==> src/rtl/branch_resolve_unit.sv <==
// branch_resolve_unit: EX-stage RV32I branch/jump resolution.
// Evaluates the branch condition, compares it with the fetch prediction and,
// on a misprediction, issues a one-cycle registered redirect plus a fixed
// two-cycle flush of IF/ID and ID/EX. Keeps saturating performance counters.
//
// Ports:
//   i_clk, i_reset            clock (rising edge), async active-low reset
//   i_br_valid, i_jump        branch present in EX / unconditional jump
//   i_funct3                  branch type (ignored for jumps)
//   i_rs1_data, i_rs2_data    resolved operands
//   i_pc, i_target            branch PC and precomputed taken target
//   i_pred_taken              fetch-stage prediction
//   o_redirect, o_redirect_pc registered redirect pulse and corrected PC
//   o_flush                   squash younger stages (two cycles)
//   o_illegal                 reserved funct3 pulse
//   o_br_count, o_mispred_count saturating counters
module branch_resolve_unit #(
  parameter int unsigned XLEN  = 32,
  parameter int unsigned CNT_W = 16
) (
  input  logic             i_clk,
  input  logic             i_reset,
  input  logic             i_br_valid,
  input  logic             i_jump,
  input  logic [2:0]       i_funct3,
  input  logic [XLEN-1:0]  i_rs1_data,
  input  logic [XLEN-1:0]  i_rs2_data,
  input  logic [XLEN-1:0]  i_pc,
  input  logic [XLEN-1:0]  i_target,
  input  logic             i_pred_taken,
  output logic             o_redirect,
  output logic [XLEN-1:0]  o_redirect_pc,
  output logic             o_flush,
  output logic             o_illegal,
  output logic [CNT_W-1:0] o_br_count,
  output logic [CNT_W-1:0] o_mispred_count
);

  typedef enum logic [1:0] {
    IDLE   = 2'd0,
    FLUSH1 = 2'd1,
    FLUSH2 = 2'd2
  } stateE;

  stateE            state;
  stateE            nextState;
  logic             eq;
  logic             ltU;
  logic             ltS;
  logic             condTaken;
  logic             illegalF3;
  logic             taken;
  logic             accept;
  logic             mispred;
  logic             nextRedirect;
  logic [XLEN-1:0]  nextRedirectPc;
  logic             nextFlush;
  logic             nextIllegal;
  logic [CNT_W-1:0] nextBrCount;
  logic [CNT_W-1:0] nextMispredCount;

  // Branch condition evaluation
  always_comb begin
    eq        = (i_rs1_data == i_rs2_data);
    ltU       = (i_rs1_data < i_rs2_data);
    // Differing sign bits: the negative operand is the smaller one
    ltS       = (i_rs1_data[XLEN-1] != i_rs2_data[XLEN-1]) ? i_rs1_data[XLEN-1] : ltU;
    condTaken = 1'b0;
    illegalF3 = 1'b0;
    case (i_funct3)
      3'b000:  condTaken = eq;
      3'b001:  condTaken = !eq;
      3'b100:  condTaken = ltS;
      3'b101:  condTaken = !ltS;
      3'b110:  condTaken = ltU;
      3'b111:  condTaken = !ltU;
      default: illegalF3 = 1'b1;
    endcase
    taken = i_jump | condTaken;
  end

  // Next-state and next-output logic
  always_comb begin
    nextState        = state;
    nextRedirect     = 1'b0;
    nextRedirectPc   = o_redirect_pc;
    nextIllegal      = 1'b0;
    nextBrCount      = o_br_count;
    nextMispredCount = o_mispred_count;

    // Branches seen during a flush are wrong-path and dropped
    accept  = i_br_valid && (state == IDLE);
    mispred = accept && (taken ^ i_pred_taken);

    case (state)
      IDLE:    if (mispred) nextState = FLUSH1;
      FLUSH1:  nextState = FLUSH2;
      FLUSH2:  nextState = IDLE;
      default: nextState = IDLE;
    endcase

    if (mispred) begin
      nextRedirect   = 1'b1;
      nextRedirectPc = taken ? i_target : (i_pc + XLEN'(4));
    end
    nextIllegal = accept && !i_jump && illegalF3;

    if (accept && (o_br_count != {CNT_W{1'b1}}))
      nextBrCount = o_br_count + CNT_W'(1);
    if (mispred && (o_mispred_count != {CNT_W{1'b1}}))
      nextMispredCount = o_mispred_count + CNT_W'(1);

    nextFlush = (nextState != IDLE);
  end

  // State and registered outputs
  always_ff @(posedge i_clk or negedge i_reset) begin
    if (!i_reset) begin
      state           <= IDLE;
      o_redirect      <= 1'b0;
      o_redirect_pc   <= '0;
      o_flush         <= 1'b0;
      o_illegal       <= 1'b0;
      o_br_count      <= '0;
      o_mispred_count <= '0;
    end else begin
      state           <= nextState;
      o_redirect      <= nextRedirect;
      o_redirect_pc   <= nextRedirectPc;
      o_flush         <= nextFlush;
      o_illegal       <= nextIllegal;
      o_br_count      <= nextBrCount;
      o_mispred_count <= nextMispredCount;
    end
  end

endmodule

==> config.mk <==
export PLATFORM = sky130hd
export DESIGN_NAME = branch_resolve_unit
export DESIGN_NICKNAME = d
export VERILOG_FILES = /design/src/rtl/branch_resolve_unit.sv
export SDC_FILE = /design/constraint.sdc
export NUM_CORES = 1
export LEC_CHECK = 0
export CORE_ASPECT_RATIO = 0.8
export CORE_MARGIN = 1
export CORE_UTILIZATION = 44
export DETAILED_ROUTE_END_ITERATION = 8
export MAX_ROUTING_LAYER = met4
export PLACE_DENSITY = 0.82
export SLEW_MARGIN = 20
export SYNTH_ARGS = -nofsm -noshare
export SYNTH_HDL_FRONTEND = slang
export SYNTH_SLANG_ARGS = --single-unit
==> constraint.sdc <==
create_clock -name i_clk -period 3 [get_ports i_clk]
set_input_delay 0.6 -clock i_clk [delete_from_list [all_inputs] [get_ports i_clk]]
set_output_delay 0.6 -clock i_clk [all_outputs]
set_load 0.02 [all_outputs]
; Yosys cells after proc, flatten, opt, wreduce, memory -nomap -nowiden
; Index checks and enable logic that the tools add are counted.
[word_totals]
reg_bits = 69
inputBits = 136
out_inout_bits = 67
elab_cells = 44
[op_classes]
addsub = 3
n_mux = 7
reduce_logical = 14
n_eq_ne = 10
bitwise = 2
n_lt_le_gt_ge = 1
[op_table]
columns = operator, n
row1 = 16-bit by 1-bit adder with 16-bit output (second input constant), 2
row2 = 32-bit by 3-bit adder with 32-bit output (second input constant), 1
row3 = 32-bit equality test, 1
row4 = 32-bit less-than comparator, 1
row5 = 32-bit 2-to-1 mux, 1
row6 = 16-bit != test (second input constant), 2
row7 = 3-bit equality test (second input constant), 4
row8 = 1-bit logical AND, 6
row9 = 1-bit case mux with 6 select lines, 1
row10 = 6-bit OR reduction, 1
row11 = 1-bit logical NOT, 4
row12 = 2-bit case mux with 2 select lines, 1
row13 = 3-bit by 1-bit equality test with 1-bit output (second input constant), 1
row14 = 3-bit logical NOT, 1
row15 = 1-bit 2-to-1 mux, 3
row16 = 2-bit by 1-bit equality test with 1-bit output (second input constant), 1
row17 = 2-bit logical NOT, 1
row18 = 2-bit 2-to-1 mux, 1
row19 = 2-bit nonzero test, 1
row20 = 1-bit != test, 1
row21 = 1-bit OR, 1
row22 = 1-bit XOR, 1

; Depth between registers and ports, before layout
[logic_depth]
ltp_word = 10
mapped_depth = 13
mapped_depth_nobuf = 10

; Worst setup path after synthesis
; Ideal clock, no wire load.
[synth_timing]
path_kind = input to register
from = in i_rs2_data[14]
to = reg o_redirect_pc[0]
stages = 11
required_time_ps = 2875
setup_time_ps = 125
arrival_time_ps = 3132
path_buffers = 1
setup_slack_ps = -257
cell_sequence = inv_1 -> ha_1 -> a21oi_1 -> nand2_1 -> a221o_1 -> o31a_1 -> a21o_1 -> nor2_4 -> buf_2 -> mux2_2 -> mux2_4
[synth_via]
elab_chain_cells = 7
word_cells_on_any_way = 11
cone_classes = order compare: 1 / eq/ne: 1 / mux: 3 / bitwise: 2 / reduce/logical: 4
[synth_rtl]
columns = element, line
row1 = "start, declared", 27  ; input logic [XLEN-1:0] i_rs2_data,
row2 = 32-bit less-than comparator, 65  ; ltU = (i_rs1_data < i_rs2_data);
row3 = 1-bit 2-to-1 mux, 67  ; ltS = (i_rs1_data[XLEN-1] != i_rs2_data[XLEN-1]) ? i_rs1_data[XLEN-1] : ltU;
row4 = 1-bit logical NOT, 74  ; 3'b101: condTaken = !ltS;
row5 = 1-bit case mux with 6 select lines *, 70  ; case (i_funct3)
row6 = 1-bit OR *, 79  ; taken = i_jump | condTaken;
row7 = 1-bit XOR, 93  ; mispred = accept && (taken ^ i_pred_taken);
row8 = 1-bit logical AND, 93
row9 = "end signal, assigned", 129  ; o_redirect_pc <= nextRedirectPc;
row10 = "end, declared", 32  ; output logic [XLEN-1:0] o_redirect_pc,
; Mark *: on every way between the ends. The rest lies on a longest branch, timed or not.
; A chain may end at the register's enable or synchronous reset.

; Worst setup path in the final report
[layout_timing]
from = in i_rs1_data[28]
to = reg o_redirect_pc[7]
[layout_via]
elab_chain_cells = 7
word_cells_on_any_way = 11
cone_classes = order compare: 1 / eq/ne: 1 / mux: 3 / bitwise: 2 / reduce/logical: 4
[layout_rtl]
columns = element, line
row1 = "start, declared", 26  ; input logic [XLEN-1:0] i_rs1_data,
row2 = 32-bit less-than comparator, 65
row3 = 1-bit 2-to-1 mux, 67
row4 = 1-bit logical NOT, 74
row5 = 1-bit case mux with 6 select lines *, 70
row6 = 1-bit OR *, 79
row7 = 1-bit XOR, 93
row8 = 1-bit logical AND, 93
; Marked as above.

==> reports/qor.txt <==
count of cell types in the netlist: 51
flops & latches, synth: 69
Layout Skew: 0.00858 ns
cell area after synthesis: 4950 um2
Max IR drop VDD: 0.532 mV
overall die width: 121 um
largest net degree at the start of global routing: 30
setup violators final: 33
Remaining DRCs: 0
share of synthesized cell area in full adder, half adder and majority cells: 8.85%
Hold Slack: 0.286 ns
Iter 0 DRT Violations: 332
Syn Area/Cell: 9.86 um2
gr ovfl total: 0
insertion delay to the later sink of the worst-skew pair: 0.34 ns
gate count of the mapped netlist: 502
share of layout cells above drive strength 1: 36.9%
complex-gate fraction of the synthesized area: 8.62%
total wire length: 18300 um
ys async rst share: 100%
Design Area, Final: 8600 um2
most frequent cells in the layout: 137 x clkdlybuf4s50_1, 69 x dfrtp_1, 67 x buf_4
DRT antenna net count: 0
Site Rows: 34
actual slew at the worst max-slew pin: 0.673 ns
Tmin final: 3.12 ns
DP Area: 7690 um2
chip height: 96.9 um
vias in the first global route: 5389
first-pass GRT wire length: 28000 um
Required @ worst endpoint: 3.22 ns
XOR/XNOR Fraction of Synth Area: 9.73%
initial antenna violation count: 0
TritonCTS buffer count: 9
ANT cells: 0
worst slew margin relative to its limit: 55.1%
Longest Clk Path Bufs: 2
Synth warnings: 0
WL/cell: 19.5 um
Via density: 5.53
CTS tree: done
outcome: finished, violations left
area grow syn2layout: 73.7%
via count: 5182
fin worst setup slack: -0.119 ns
Top-Level Pins: 203
violated checks: setup timing
Synth Flop Type: dfrtp_1
DP Wirelength: 11900 um
EDFF count, synth: 0
P_leak: 3.66 nW
PD cells: 532 nW/um2
Post-Syn Nets: 673
largest family of logic cells by synthesized area: simple AND/OR/NAND/NOR gates
final period utilization: 104%
nets: 959
Seq/Total Area, Yosys: 34.9%
RSZ-0062 raised after global routing: true
mux share of post-synthesis cell area: 15.0%
Root Driver: clkbuf_16
Slew Limit Fails: 0
Initial Utilization: 45.5%
Arrival @ worst endpoint: 3.34 ns
Crit Path Category: input pin to flip-flop
GRT Util Overall: 32.0%
# H-tree levels: 3
commonest non-fill, non-tap cell in the layout: clkdlybuf4s50_1
number of port buffers: 202
CTS Sinks: 69
fillers: 682
Final Hold Fails: 0
hold_buf cts: 0
Tot Pwr: 4.57 mW
crit path max fanout: 8
simple-gate area share of the yosys netlist: 17.8%
Max Cap Violations: 0
die area: 11700 um2
CP Capture Type: flip-flop
CTS clk-pin slew, worst paths: 0.06 ns
RePlAce Congestion: 0.835
critical path startpoint category: input pin
TritonRoute pass-1 iters: 6
Core Area: 10900 um2
Worst Hold Class: input pin to asynchronous set/reset pin
max frequency: 321 MHz
## path summary, 6_finish.rpt
| kind | cells past startpoint | slack, ns | from | end |
|---|---|---|---|---|
| setup / recovery | 14 | -0.12 | i_rs1_data[28] | o_redirect_pc[7] |
| hold / removal | 1 | 0.29 | i_reset | o_redirect_pc[24] |
| setup reg to reg | 10 | 0.60 | o_mispred_count[0] | o_mispred_count[11] |
| hold reg to reg | 1 | 0.46 | state[1] | state[1] |
| max in group asynchronous | 2 | 1.93 | i_reset | o_redirect_pc[27] |
| min in group i_clk | 1 | 0.46 | state[1] | state[1] |
## cells by family (layout without fill, tap and decap cells)
family / count (synthesis) / count (layout)
adders and majority gates: 35 / 35
AOI/OAI and AO/OA: 66 / 66
and+or+nand+nor: 166 / 166
muxes: 57 / 57
DFF: 69 / 69
buffers and inverters: 54 / 345
xor gates and xnor gates: 55 / 55
## area by class of cell
type	count	area [um2]	share of cell area (%)
clock buffers	11	243	2.82
clock inverters	5	58.8	0.684
inverters	42	180	2.09
multi-input cells	379	3540	41.2
flip-flops and latches	69	1730	20.1
well taps	144	180	2.09
repair buffers	287	2670	31.1
## power by group
part / internal [mW] / switching [mW] / leakage (nW)
clock network: 0.668 / 0.429 / 0.142
registers: 1.19 / 0.222 / 0.862
logic: 1.16 / 0.908 / 2.66
total: 3.02 / 1.56 / 3.66
## cell usage after synthesis (all sizes together) (4+ instances only)
| library cell | number | share of area (%) |
|---|---|---|
| dfrtp | 69 | 35 |
| mux2 | 52 | 14 |
| xnor2 | 46 | 8.1 |
| a21oi | 42 | 4.7 |
| inv | 42 | 3.2 |
| ha | 35 | 8.8 |
| nand2 | 35 | 2.7 |
| nand3 | 30 | 3.0 |
| nor2 | 26 | 2.1 |
| nand4 | 21 | 2.7 |
| nor3 | 16 | 1.9 |
| and3 | 10 | 1.3 |
| xor2 | 9 | 1.6 |
| buf | 8 | 1.6 |
| o21ai | 7 | 0.78 |
| mux2i | 5 | 1.0 |
| nand2b | 5 | 0.63 |
| clkbuf | 4 | 0.30 |
| nand4b | 4 | 0.71 |
## worst max-delay path, cell delays in order
cell             delay [ns]
clkdlybuf4s15_1        0.17
ha_1                   0.29
nand4_1                0.19
nor4_2                 0.24
buf_4                  0.20
a31oi_4                0.09
nor3_4                 0.25
o221ai_4               0.16
buf_6                  0.16
nor3_4                 0.19
or2_4                  0.22
buf_6                  0.13
buf_16                 0.13
mux2_4                 0.31
## routing by layer
metal / global-route usage (%) / up-vias / share of wire, %
met4: 14.5 / 0 / 4.6
met2: 54.0 / 225 / 51
met3: 6.90 / 75 / 6.1
met1: 36.1 / 2529 / 39
li1: - / 2353 / -
met5: - / - / 0
## metrics by stage
stage	setup WS [ns]	setup TNS, ns	std cells	utilization (%)
finish	-0.119	-2.44	937	79.0
global route	-0.216	-5.55	937	79.0
CTS	-0.0729	-1.40	931	78.2
detailed placement	-0.706	-31.30	890	70.6
global placement	-0.626	-27.33	890	70.6
floorplan	-0.0428	-1.21	502	-
## state kept, by name, summed over array words and instances (netlist names)
name	flops
o_redirect_pc	32
o_br_count	16
o_mispred_count	16
state	2
o_flush	1
o_illegal	1
o_redirect	1
## timing repair
item / 4_1_cts / 5_1_grt
cloned: 5 / 0
endpoints found under the setup margin: 49 / 46
resized for setup: 182 / 113
setup buffers: 20 / 14
pin swaps: 35 / 48
No activity file was read; power rests on OpenSTA's default activity.
==> RTL change 1: new RTL, same settings <==
Change the parameter `XLEN` from 32 to 64.
--- a/src/rtl/branch_resolve_unit.sv
+++ b/src/rtl/branch_resolve_unit.sv
@@ -15,7 +15,7 @@
 //   o_illegal                 reserved funct3 pulse
 //   o_br_count, o_mispred_count saturating counters
 module branch_resolve_unit #(
-  parameter int unsigned XLEN  = 32,
+  parameter int unsigned XLEN  = 64,
   parameter int unsigned CNT_W = 16
 ) (
   input  logic             i_clk,
Interface: changed (5 resized); port bits go from 203 to 363. No check against the original RTL was run, so the function may have changed too.
==> RTL change 1 against the unedited design <==
- the flow still finishes with violations (setup timing)
- wire length up 71%
- register-to-register slack worse by 0.14 ns
- maximum frequency shrank 3.8%
- clock skew grew 0.0075 ns
- setup slack worse by 0.12 ns
- sequential cell count up 32
- area after synthesis grew 52%
- sequential share of layout area is 1.2 points lower
- cell area grew 56%
- global-route usage rose by 3.3 points
- sequential power grew 46%
- power rose by 44%
- largest power group unchanged
- highest routed layer unchanged
==> RTL change 1: results (changes against the unedited design) <==
Power
  – Leakage Power: 5.80 nW (+58%)
  – Seq pwr share: 31.4% (+0.6 points)
  – Max IR drop VDD: 0.363 mV (-32%)
  – Clock network fraction of design power: 18.6% (-5.4 points)

Clock tree
  – # Post-CTS Setup Buffers: 15 (-25%)
  – Post-cts sizing count: 482 (+160%)

Synth
  – Synth area leaders: dfrtp_1 34%, ha_1 11%, o21ai_0 8.7%
  – FF+latch count, synth: 101 (+46%)
  – Syn Area/Cell: 8.44 um^2 (-14%)
  – Synth unique cells: 48 (-5.9%)
  – Commonest cells in the netlist: 131 x o21ai_0, 101 x dfrtp_1, 73 x inv_1, 67 x ha_1

Final layout
  – #MultiIn Comb: 685 (+81%)
  – Fill count: 1032 (+51%)
  – Clk cell area share: 2.26% (-1.2 points)
  – Non-clock buffer instance count of the final layout: 475 (+66%)
  – Invs w/o clock: 73 (+74%)
  – Sequential cell area share: 18.9% (-1.2 points)
  – Clock buffer count: 9 (-2)
  – Fraction of area in multi-input gates: 41.6% (+0.45 points)
  – Multi-input gate area: 0.00557 mm^2 (+57%)

Placed design
  – Detail Placement HPWL: 21.1 mm (+77%)
  – Dpl cell area: 0.0123 mm^2 (+59%)
  – Placed Cells: 1520 (+71%)

Status
  – Failing checks: setup timing
  – Status: finished, violations left

Worst setup path
  – Worst r2r path cells: 11 (+1)
  – Worst reg2reg setup slack: 0.46 ns (-0.14 ns)
  – Max FO, Critical Path: 9 (+1)
  – RR Endpoint: o_mispred_count[13]

GRT
  – Met3 Resource Use GR: 7.32% (+0.42 points)
  – Met1 Use GR: 39.8% (+3.6 points)
  – Global-route wire length before repair: 46.9 mm (+67%)
  – Largest net degree at the start of global routing: 73 (+140%)

Timing
  – Final worst slack: -0.244 ns (-0.125 ns)
  – Worst Tran Pin Value: 0.895 ns (+0.222 ns)
  – Final Skew: 0.0161 ns (+0.00750 ns)
  – Final setup viols: 79 (+140%)

Routing
  – Wire length on met2: 15.4 mm (+67%)
  – First DRT Iteration DRCs: 438 (+32%)
  – DR vias: 8844 (+71%)
  – Routed WL per cell: 20.0 um (+2.3%)
  – Routed length on met1: 12.0 mm (+69%)
==> RTL change 1: cell types whose count changed in the layout (fill, tap and decap cells not counted), sizes merged, moves of 29 or more <==
cell and change:
buf +70, clkdlybuf4s50 +98, dfrtp +32, ha +32, inv +34, mux2 -48, nor2 +39, o21ai +129
xor2 +29
==> RTL change 1: critical path: cells and delay by family <==
| family | cells | cell delay (ns) |
|---|---|---|
| AO/OA/AOI/OAI | 1 | 0.21 |
| multiplexers | 1 | 0.25 |
| XOR/XNOR | 2 | 0.42 |
| buffers and inverters | 4 | 0.54 |
| AND/OR/NAND/NOR | 5 | 1.18 |
| adder cells (fa/ha/maj) | 1 | 0.26 |
==> RTL change 1: cells by family after synthesis <==
family          after synthesis  synth area share [%]
buf+inv                     108                  5.61
compound gates              220                  15.5
xor+xnor                     91                  10.9
fa+ha+maj                    67                  11.1
simple gates                276                  19.1
mux                          31                  4.23
flops                       101                  33.5
==> RTL change 2: new RTL, same settings <==
Made on the original files. Register the input `i_pc` before use, with the module's reset. The logic sees it one clock later. The other inputs are not delayed to match.
--- a/src/rtl/branch_resolve_unit.sv
+++ b/src/rtl/branch_resolve_unit.sv
@@ -41,6 +41,16 @@
     FLUSH1 = 2'd1,
     FLUSH2 = 2'd2
   } stateE;
+
+  logic [XLEN-1:0] i_pc_q;
+
+  always_ff @(posedge i_clk or negedge i_reset) begin
+    if (!i_reset) begin
+      i_pc_q <= '0;
+    end else begin
+      i_pc_q <= i_pc;
+    end
+  end
 
   stateE            state;
   stateE            nextState;
@@ -101,7 +111,7 @@
 
     if (mispred) begin
       nextRedirect   = 1'b1;
-      nextRedirectPc = taken ? i_target : (i_pc + XLEN'(4));
+      nextRedirectPc = taken ? i_target : (i_pc_q + XLEN'(4));
     end
     nextIllegal = accept && !i_jump && illegalF3;
 
Behaviour: not the same (Yosys sat finds a counterexample within 4 cycles, from zero or initial values and one cycle with i_reset low).
==> RTL change 2 against the unedited design <==
- the run still ends with setup timing left
- largest cell class unchanged
- sequential cell count is 32 higher
- cell area up 18%
- maximum frequency is 6.0% lower
- sequential power grew 35%
- clock skew rose by 0.00079 ns
- setup slack worse by 0.20 ns
- area after synthesis up 17%
- power grew 17%
- clock power is 12% higher
- wire length is 13% higher
==> RTL change 2: results (changes against the unedited design) <==
Power
  – Leakage Power: 4.16 nW (+14%)
  – Max IR drop VDD: 0.407 mV (-24%)

Timing
  – Setup TNS: -8.14 ns (-5.70 ns)
  – Final setup viols: 50 (+52%)
  – Max_slew headroom: 49.3% (-5.8 points)
  – Final worst slack: -0.318 ns (-0.199 ns)
  – Final Skew: 0.00937 ns (+0.000787 ns)

Synth
  – Mapped Nets: 781 (+16%)
  – Synth Area in Compound Gates: 16.6% (+8.0 points)
  – Syn Area/Cell: 9.50 um^2 (-3.6%)
  – Commonest cells in the netlist: 101 x dfrtp_1, 47 x nor2_1, 44 x nand2_1, 38 x inv_1, 36 x a211oi_1
  – Synth unique cells: 54 (+5.9%)
  – XOR/XNOR Fraction of Synth Area: 8.61% (-1.1 points)
  – Proportion of synthesized area in mux cells: 0.583% (-14 points)
  – Sequential area share after synthesis: 43.6% (+8.7 points)
  – Synth area leaders: dfrtp_1 44%, ha_1 7.6%, xnor2_1 5.1%
  – Post-synthesis adder-cell area fraction: 7.55% (-1.3 points)

Worst setup path
  – Critical path arrival: 3.54 ns (+0.20 ns)
  – Worst r2r path cells: 8 (-2)
  – Max FO, Critical Path: 4 (-4)
  – Slowest cell on the critical path: or4_4
  – Max stage delay on crit path: 0.48 ns (+0.17 ns)

Final layout
  – Share of cells above drive strength 1: 37.0% (+0.043 points)
  – Antenna Cells: 0 (unchanged)
  – Fill count: 740 (+8.5%)
  – Biggest regs: i_pc_q: 32 flops, o_redirect_pc: 32 flops
  – Fin nets: 1051 (+9.6%)
  – Finished Layout Cells: 1059 (+13%)

Placed design
  – Placer Congestion: 0.953 (+14%)
  – Placed Cells: 1012 (+14%)
  – Detail Placement HPWL: 13.4 mm (+13%)
  – Dpl cell area: 0.00863 mm^2 (+12%)

GRT
  – GRT Total Usage: 30.2% (-1.8 points)
  – Vias in the first global route: 6266 (+16%)
  – Global-route wire length before repair: 30.9 mm (+10%)
  – Initial antenna violation count: 0 (unchanged)
  – Largest net degree at the start of global routing: 56 (+87%)

Routing
  – Via density: 5.80 (+4.9%)
  – Routed wire length: 20.6 mm (+13%)
  – Metal3 WL: 1.11 mm (-0.81%)
  – First DRT Iteration DRCs: 473 (+42%)
  – Wire length on met2: 10.4 mm (+12%)

Status
  – Failing checks: setup timing
  – Status: finished, violations left
[RTL change 2: report_power, final]
group	switching, mW	internal [mW]
logic	1.05	1.15
registers	0.315	1.60
clock network	0.504	0.730
total	1.87	3.48
[RTL change 2: final cells by class]
class / instances / area share (%)
multi-input combinational: 443 / 40.0
timing repair buffer: 286 / 28.1
sequential: 101 / 24.9
clock buffer: 10 / 2.26
tap: 175 / 2.16
inverter: 39 / 1.74
clock inverter: 5 / 0.826
[RTL change 2: repair_timing]
action                     in CTS  in global routing
gates resized for setup       323                108
cloned                          5                  1
pin swaps                      74                 74
setup endpoints to repair      51                 50
setup buffers                  19                  8
[RTL change 2: final timing paths]
path,startpoint,to,slack [ns]
worst max-delay path,i_rs1_data[13],o_redirect_pc[8],-0.32
worst min-delay path,i_reset,o_mispred_count[4],0.27
worst max register to register,o_br_count[7],o_br_count[15],0.39
worst min register to register,state[1],state[1],0.44
max in group asynchronous,i_reset,i_pc_q[2],2.00
min in group i_clk,state[1],state[1],0.44
[RTL change 2: worst register-to-register path, delay by kind of cell, from the launching register on]
family | cells | cell delay [ns]
XOR/XNOR | 1 | 0.16
AO/OA/AOI/OAI | 1 | 0.26
AND/OR/NAND/NOR | 6 | 1.66
flip-flops | 1 | 0.43
[RTL change 2: cell families (layout without fill, tap and decap cells)]
logic type                 after synthesis  count (layout)
AOI/OAI and AO/OA                      142             142
xor gates and xnor gates                57              57
adders and majority gates               35              35
buffers and inverters                   66             340
DFF                                    101             101
muxes                                    3               3
and+or+nand+nor                        206             206
[RTL change 2: routing by layer]
metal	track usage [%]	up-vias
met1	35.1	2999
met5	-	-
met2	50.2	293
met3	5.79	82
li1	-	2768
met4	13.8	0
